<file path="src/rtl/mdec_pkg.sv">
// mdec_pipe shared types
// class encodings and FSM states
package mdec_pkg;

  localparam logic [1:0] CLS_BR  = 2'b00;
  localparam logic [1:0] CLS_ALU = 2'b01;
  localparam logic [1:0] CLS_MEM = 2'b10;
  localparam logic [1:0] CLS_ILL = 2'b11;

  typedef enum logic {
    ST_RUN    = 1'b0,
    ST_BUBBLE = 1'b1
  } state_e;

endpackage

</file>
<file path="src/rtl/mdec_fifo.sv">
// mdec_pipe input queue
// sync FIFO with flush, extra ptr bit for full
module mdec_fifo #(
  parameter int DEPTH = 4,
  parameter int WIDTH = 32
) (
  input  logic             clk,
  input  logic             rst,
  input  logic             flush,
  input  logic             push,
  input  logic [WIDTH-1:0] din,
  input  logic             pop,
  output logic [WIDTH-1:0] dout,
  output logic             full,
  output logic             empty
);

  localparam int AW = $clog2(DEPTH);

  logic [WIDTH-1:0] mem [DEPTH];
  logic [AW:0]      wr_ptr;
  logic [AW:0]      rd_ptr;
  logic             do_push;
  logic             do_pop;

  assign empty   = (wr_ptr == rd_ptr);
  assign full    = (wr_ptr[AW] != rd_ptr[AW]) &&
                   (wr_ptr[AW-1:0] == rd_ptr[AW-1:0]);
  assign dout    = mem[rd_ptr[AW-1:0]];
  assign do_push = push && !full;
  assign do_pop  = pop && !empty;

  // pointer update; flush drops all queued words
  always_ff @(posedge clk) begin
    if (rst || flush) begin
      wr_ptr <= '0;
      rd_ptr <= '0;
    end else begin
      if (do_push) wr_ptr <= wr_ptr + 1'b1;
      if (do_pop)  rd_ptr <= rd_ptr + 1'b1;
    end
  end

  // storage write, no reset needed on data
  always_ff @(posedge clk) begin
    if (!rst && !flush && do_push)
      mem[wr_ptr[AW-1:0]] <= din;
  end

endmodule

</file>
<file path="src/rtl/mdec_pipe.sv">
// buffered micro-instruction decoder
// FIFO -> classify -> registered result, branch bubbles
module mdec_pipe
  import mdec_pkg::*;
#(
  parameter int INSTR_WIDTH = 32,
  parameter int ADDR_WIDTH  = 6,
  parameter int DEPTH       = 4,
  parameter int BR_BUBBLES  = 2
) (
  input  logic                   clk,
  input  logic                   rst,
  input  logic                   flush,
  input  logic                   in_valid,
  output logic                   in_ready,
  input  logic [INSTR_WIDTH-1:0] ir,
  output logic                   out_valid,
  input  logic                   out_ready,
  output logic                   br,
  output logic                   alu,
  output logic                   mem,
  output logic [ADDR_WIDTH-1:0]  br_addr,
  output logic                   ill_err,
  input  logic                   clr_err
);

  localparam int CW = (BR_BUBBLES > 0) ?
                      $clog2(BR_BUBBLES + 1) : 1;
  localparam logic [CW-1:0] CNT_INIT = CW'(BR_BUBBLES);
  localparam logic [CW-1:0] CNT_ONE  = CW'(1);
  localparam bit HAS_BUB = (BR_BUBBLES > 0);

  logic [INSTR_WIDTH-1:0] head;
  logic                   full;
  logic                   empty;
  logic                   push;
  logic                   pop;
  logic                   load;
  logic                   hs;
  logic                   br_hold;
  logic                   permit;
  logic [1:0]             cls;
  logic                   unused_head;
  state_e                 state;
  logic [CW-1:0]          cnt;

  assign in_ready = !full && !rst && !flush;
  assign push     = in_valid && in_ready;
  assign cls      = head[INSTR_WIDTH-1 -: 2];
  assign hs       = out_valid && out_ready;
  assign br_hold  = HAS_BUB && hs && br;
  assign permit   = (state == ST_RUN) ? !br_hold
                                      : (cnt == CNT_ONE);
  assign pop      = !empty && (!out_valid || out_ready)
                    && permit && !flush;
  assign load     = pop && (cls != CLS_ILL);
  assign unused_head = ^head;

  mdec_fifo #(
    .DEPTH(DEPTH),
    .WIDTH(INSTR_WIDTH)
  ) u_fifo (
    .clk  (clk),
    .rst  (rst),
    .flush(flush),
    .push (push),
    .din  (ir),
    .pop  (pop),
    .dout (head),
    .full (full),
    .empty(empty)
  );

  // output register: load decode, else drain on handshake
  always_ff @(posedge clk) begin
    if (rst || flush) begin
      out_valid <= 1'b0;
      br        <= 1'b0;
      alu       <= 1'b0;
      mem       <= 1'b0;
      br_addr   <= '0;
    end else if (load) begin
      out_valid <= 1'b1;
      br        <= (cls == CLS_BR);
      alu       <= (cls == CLS_ALU);
      mem       <= (cls == CLS_MEM);
      br_addr   <= (cls == CLS_BR) ?
                   head[ADDR_WIDTH-1:0] : '0;
    end else if (hs) begin
      out_valid <= 1'b0;
      br        <= 1'b0;
      alu       <= 1'b0;
      mem       <= 1'b0;
      br_addr   <= '0;
    end
  end

  // bubble FSM: issued branch blocks loads for BR_BUBBLES edges
  always_ff @(posedge clk) begin
    if (rst || flush) begin
      state <= ST_RUN;
      cnt   <= '0;
    end else begin
      unique case (state)
        ST_RUN: begin
          if (br_hold) begin
            state <= ST_BUBBLE;
            cnt   <= CNT_INIT;
          end
        end
        ST_BUBBLE: begin
          cnt <= cnt - 1'b1;
          if (cnt == CNT_ONE) state <= ST_RUN;
        end
        default: begin
          state <= ST_RUN;
          cnt   <= '0;
        end
      endcase
    end
  end

  // sticky illegal flag, set beats clear
  always_ff @(posedge clk) begin
    if (rst)
      ill_err <= 1'b0;
    else if (pop && (cls == CLS_ILL))
      ill_err <= 1'b1;
    else if (clr_err)
      ill_err <= 1'b0;
  end

endmodule

</file>
<file path="config.mk">
export PLATFORM = sky130hd
export DESIGN_NAME = mdec_pipe
export DESIGN_NICKNAME = d
export VERILOG_FILES = /design/src/rtl/mdec_pkg.sv /design/src/rtl/mdec_fifo.sv /design/src/rtl/mdec_pipe.sv
export SDC_FILE = /design/constraint.sdc
export NUM_CORES = 1
export LEC_CHECK = 0
export BUFFER_PORTS_ARGS = -buffer_cell sky130_fd_sc_hd__clkbuf_2
export CORE_AREA = 2 2 74 76
export CTS_BUF_LIST = sky130_fd_sc_hd__clkbuf_16
export DETAILED_ROUTE_END_ITERATION = 8
export DIE_AREA = 0 0 76 78
export GPL_TIMING_DRIVEN = 0
export PLACE_DENSITY = 0.67
export SYNTH_ARGS = -nofsm -noshare
export SYNTH_HDL_FRONTEND = slang
export SYNTH_SLANG_ARGS = --single-unit
export TNS_END_PERCENT = 1
</file>
<file path="constraint.sdc">
create_clock -name clk -period 3.9 [get_ports clk]
set_input_delay 0.585 -clock clk [delete_from_list [all_inputs] [get_ports clk]]
set_output_delay 0.585 -clock clk [all_outputs]
set_load 0.01 [all_outputs]
</file>
==> impl_results.md, run 1 <==
- Status: finished clean
- Syn nets: 206
- Core area: 5040 um2
- Flop pwr share: 55.8%
- Fin area: 2610 um2
- Post-layout util: 51.8%
- RSZ-0062 raised after global routing: false
- Num CTS Buffers: 5
- Post-DP HPWL: 2740 um
- Clock skew: 0.00836 ns
- Hold bufs inserted after CTS: 0
- Startpoint Class: input port
- Post-synth top area share: 42.7%
- Leading cell types by count after synthesis: 32 x edfxtp_1, 22 x dfxtp_1, 14 x nand2_1
- Share of layout cells above drive strength 1: 20.5%
- GR Overflow Total: 0
- Cts repair resizes: 0
- IO Count: 50
- Least-Margin Pin Slew: 0.795 ns
- Worst setup EP type: output pin
- Number of global-route vias before repair: 1334
- Asr flop ratio synth: 0%
- Setup-failing EPs final: 0
- Gpl congestion: 0.796
- FMAX: 0.452 GHz
- HP Class: reg -> reg
- Layout area overhead: 16.1%
- Static leakage: 0.960 nW
- Post-CTS setup buffer count: 0
- Nets: 238
- Net Sw Frac: 21.0%
- Port bufs: 25
- WP data required: 3.31 ns
- Via count: 1364
- Synth cell types: 39
- Psw: 228 uW
- Fin Setup TNS: 0 ns
- Avg Vias per Cell: 5.15
- TritonCTS clock tree: done
- GRT Overall Usage: 14.5%
- Global-route wire length before repair: 6490 um
- Hold Fails Final Rpt: 0
- Wire per inst: 14.7 um
- Cell Int Power: 862 uW
- Power per cell area: 418 nW/um2
- Slew headroom: 46.8%
- Syn_area_per_cell: 13.9 um2
- H-tree Lvls: 2
- Placed Instances: 257
- Die W: 76 um
- Max_cap viols: 0
- Pin count of the biggest net entering global routing: 19
- Flops & latches, synth: 54
- Slew Viols, Final: 0
- EDFF count, synth: 32
- DRT Pass-1 Iters: 4
- Num Clock Sinks: 54
- Internal reg-to-reg setup slack: 1.80 ns
- Die height: 78 um
- Synth area leaders: edfxtp_1 43%, dfxtp_1 20%, mux4_1 8.2%
- First DRT Iteration DRCs: 58
- Post-Syn Area: 2250 um2
- Top cell type by total area after synthesis: edfxtp_1
- Syn Inst Count: 162
- Clock tree buffer depth: 2
- Root Buffer: clkbuf_16
- Tmin final: 2.21 ns
- CP Class: in -> out
- CP arrival: 1.63 ns
- Antenna fix cells: 0
- Post-DP Area: 2460 um2
- Row cnt: 26
- DRT antenna net count: 0
- Clock transition at path regs: 0.07 ns
- Worst skew pair latency: 0.30 ns
- Worst vdd ir: 0.000257 V
- Seq/Total Area, Yosys: 62.3%
- Starting density of the core: 44.6%
- YS warnings: 0
- DRT Wirelength: 3910 um
- Critical Path Fanout Max: 10
- Fin crit share: 56.8%
- Post-route DRC: 0
- Most common cell in the synthesized netlist: edfxtp_1
- Clk pwr share: 40.9%
- Comb power frac: 3.3%
- Top_reg_cell synth: edfxtp_1
- Initial antenna violation count: 0
- Die area: 5930 um2
- Final non-filler cell total: 265
worst max-delay path, stage by stage:
cell and delay (ns):
clkbuf_2 0.09, or2_2 0.34, clkbuf_1 0.28, nor2_1 0.19
clkbuf_2 0.15
state kept, by name (all words and copies together) (netlist names), named ones only:
signal / cells
mem: 1
br_addr: 6
out_valid: 1
u_fifo.mem: 32
ill_err: 1
state: 1
u_fifo.wr_ptr: 3
u_fifo.rd_ptr: 3
alu: 1
br: 1
cnt: 2
layout by cell type, fill, tap and decap left out, types with 3 or more instances in the layout:
cell / netlist / final
a21oi_1: 9 / 9
and2_1: 4 / 4
clkbuf_1: 3 / 3
clkbuf_16: 0 / 5
clkbuf_2: 0 / 25
dfxtp_1: 22 / 22
edfxtp_1: 32 / 32
ha_1: 6 / 6
inv_1: 10 / 10
mux4_1: 7 / 7
nand2_1: 14 / 14
nand2b_1: 3 / 3
nand3_1: 3 / 3
nor2_1: 6 / 6
o22ai_1: 6 / 6
o31ai_1: 3 / 3
or3_1: 3 / 3
xor2_1: 3 / 3
final cells by class:
| cell class | count | area (um2) |
|---|---|---|
| multi-input combinational | 94 | 787 |
| clock buffer | 5 | 125 |
| clock inverter | 3 | 25.0 |
| sequential | 54 | 1400 |
| buffer | 4 | 22.5 |
| fill | 433 | 2430 |
| inverter | 10 | 37.5 |
| timing repair buffer | 25 | 125 |
| tap | 70 | 87.6 |
metal layers:
metal  wire, um  up-vias  global-route usage (%)  share of wire [%]
met2       1860       31                    22.8                 48
met4         76        0                    6.55                1.9
met3        176        6                    4.30                4.5
met5          0        -                       0                  0
met1       1790      647                    18.6                 46
li1           -      680                       -                  -
through the flow:
step | total power [mW] | hold WS [ns] | worst slack (ns)
2_1_floorplan | 0.640 | 0.480 | 2.02
3_3_place_gp | 0.656 | 0.455 | 1.53
3_5_place_dp | 0.657 | 0.462 | 1.55
4_1_cts | 1.10 | 0.473 | 1.70
5_1_grt | 1.13 | 0.486 | 1.61
6_report | 1.09 | 0.471 | 1.69
worst paths after layout:
kind	start	to	cells past startpoint
min	br_addr[4]$_SDFFE_PP0P_	br_addr[4]$_SDFFE_PP0P_	2
min reg2reg	br_addr[4]$_SDFFE_PP0P_	br_addr[4]$_SDFFE_PP0P_	2
max reg2reg	u_fifo.wr_ptr[0]$_SDFFE_PP0N_	u_fifo.mem[3][30]$_DFFE_PP_	3
max	flush	in_ready	5
power groups by stage:
stage | logic [mW] | clock network [mW] | registers (mW)
CTS | 0.0360 | 0.459 | 0.608
floorplan | 0.0187 | 0 | 0.621
global route | 0.0400 | 0.482 | 0.608
finish | 0.0358 | 0.446 | 0.608
detailed placement | 0.0358 | 0 | 0.621
global placement | 0.0348 | 0 | 0.621
cells by family after synthesis:
kind of cell / count (synthesis) / synth area share (%)
multiplexers: 10 / 10.1
AO/OA/AOI/OAI: 27 / 7.90
XOR/XNOR: 4 / 1.56
buffers and inverters: 14 / 2.67
flip-flops: 54 / 62.3
AND/OR/NAND/NOR: 47 / 12.1
adder cells (fa/ha/maj): 6 / 3.34
(Power assumes the default switching activity.)
==> inputs of run 2 (changes only) <==
PLACE_DENSITY = 0.7   (was 0.67)
clock period = 1.8 ns   (was 3.9 ns; I/O delays follow)
==> impl_results.md, run 2 (synthesis gave the netlist of run 1 again) <==
- Worst vdd ir: 0.000653 V
- Net Sw Frac: 19.3%
- Num Clock Sinks: 54
- Tmin final: 1.76 ns
- Via count: 1390
- Core area: 5040 um2
- FMAX: 0.568 GHz
- Starting density of the core: 44.6%
- Hold Fails Final Rpt: 0
- Clock skew: 0.00773 ns
- Pre-CTS setup slack: -0.322 ns
- Most frequent cells in the layout: 32 x edfxtp_1, 25 x clkbuf_2, 22 x dfxtp_1
- Initial antenna violation count: 0
- Cell Int Power: 2.01 mW
- Slew Viols, Final: 0
- CP Class: reg -> reg
- Comb power frac: 3.2%
- CP Cell Sequence: buf_6, mux4_2, nor4_1, o211a_1
- CP max stage delay: 0.56 ns
- Post-layout util: 53.5%
- Critical Path Fanout Max: 8
- IO Count: 50
- Setup-failing EPs final: 0
- Gpl congestion: 0.848
- R2r endpoint: alu$_SDFFE_PP0P_
- Pin count of the biggest net entering global routing: 19
- Hold EP: ill_err$_SDFFE_PP0P_
- Nets: 239
- GRT Overall Usage: 13.9%
- TritonCTS clock tree: done
- DRT antenna net count: 0
- Status: finished clean
- CP max-delay cell: mux4_2
- Avg Vias per Cell: 5.23
- Post-DP HPWL: 2730 um
- Worst setup EP type: flip-flop
- Die area: 5930 um2
- RSZ-0062 raised after global routing: true
- Share of layout cells above drive strength 1: 26.0%
- Static leakage: 0.995 nW
- Slew headroom: 62.6%
- Worst skew pair latency: 0.29 ns
- Number of global-route vias before repair: 1342
- Worst min-delay path startpoint: rst
- Top Registers: u_fifo.mem: 32 flops, br_addr: 6 flops
- Worst Setup Slack, final: 0.0397 ns
- Clock tree buffer depth: 2
- DRT Pass-1 Iters: 4
- Fin crit share: 97.8%
- Reg with most FFs: u_fifo.mem
- Final non-filler cell total: 266
- Commonest non-fill, non-tap cell in the layout: edfxtp_1
- Layout area overhead: 19.9%
- Flop pwr share: 52.9%
- Post-route DRC: 0
- Row cnt: 26
- Power per cell area: 925 nW/um2
- Least-Margin Pin Slew: 0.557 ns
- Port bufs: 25
- Internal reg-to-reg setup slack: 0.04 ns
- Num CTS Buffers: 5
- Antenna fix cells: 0
- Max FFs per register: 32
- Max_cap viols: 0
- Root Buffer: clkbuf_16
- Die W: 76 um
- Die height: 78 um
- H-tree Lvls: 2
- Placed Instances: 257
- Global-route wire length before repair: 6440 um
- First DRT Iteration DRCs: 99
- Psw: 481 uW
- Startpoint Class: flip-flop
- Worst R2R Path Depth: 4
- DRT Wirelength: 3930 um
- Clk pwr share: 43.9%
- HP Class: in -> reg
- Clock transition at path regs: 0.07 ns
- CP arrival: 2.00 ns
- Hold path cells: 2
- GR Overflow Total: 0
- WP data required: 2.04 ns
- Wire per inst: 14.8 um
## run 2: routing by layer
layer | global-route usage (%) | vias to the layer above | routed length (um)
met4 | 2.73 | 0 | 12
met1 | 19.1 | 677 | 1810
met3 | 3.95 | 2 | 201
li1 | - | 679 | -
met2 | 22.4 | 32 | 1910
met5 | 0 | - | 0
## run 2: repair_timing
item / 4_1_cts / 5_1_grt
gates resized for setup: 8 / 4
gates cloned: 0 / 0
hold buffers: 0 / 0
setup endpoints to repair: 42 / 47
setup buffers: 2 / 0
pin swaps: 2 / 0
## run 2: worst max-delay path by stage
stage | from | slack [ns] | to | cells after the start
2_1_floorplan | flip-flop | 0.08 | alu$_SDFFE_PP0P_ | 4
3_5_place_dp | u_fifo.wr_ptr[0]$_SDFFE_PP0N_ | -0.32 | u_fifo.mem[3][0]$_DFFE_PP_ | 3
4_1_cts | flip-flop | 0.04 | alu$_SDFFE_PP0P_ | 4
5_1_grt | flip-flop | -0.01 | br_addr[5]$_SDFFE_PP0P_ | 5
6_report | flip-flop | 0.04 | alu$_SDFFE_PP0P_ | 4
3_3_place_gp | u_fifo.wr_ptr[0]$_SDFFE_PP0N_ | -0.31 | u_fifo.mem[3][0]$_DFFE_PP_ | 3
## run 2: worst max-delay path: cells and delay by family (launching register included)
family,cells,cell delay [ns]
and+or+nand+nor,1,0.45
buffers and inverters,1,0.16
muxes,1,0.56
DFF,1,0.33
AOI/OAI and AO/OA,1,0.22
## run 2: per-stage QoR
stage	area [um2]	hold slack (ns)	setup TNS, ns	power, mW
global placement	2460	0.449	-4.06	1.42
CTS	2670	0.165	0	2.51
detailed placement	2460	0.453	-5.80	1.42
floorplan	2250	0.339	0	1.39
finish	2700	0.166	0	2.49
global route	2700	0.176	-0.0410	2.58
## run 2: cell type report
class / instances / area (um2)
plain buffers: 3 / 18.8
clock buffers: 5 / 125
clock inverters: 3 / 47.5
fillers: 431 / 2350
inverters: 10 / 37.5
multi-input cells: 94 / 822
flip-flops and latches: 54 / 1400
well taps: 70 / 87.6
repair buffers: 27 / 156
## run 2: power groups by stage
| stage | logic (mW) | clock network [mW] | registers, mW |
|---|---|---|---|
| 4_1_cts | 0.0792 | 1.12 | 1.32 |
| 6_report | 0.0791 | 1.10 | 1.32 |
| 3_3_place_gp | 0.0751 | 0 | 1.35 |
| 3_5_place_dp | 0.0775 | 0 | 1.35 |
| 2_1_floorplan | 0.0405 | 0 | 1.35 |
| 5_1_grt | 0.0881 | 1.17 | 1.32 |
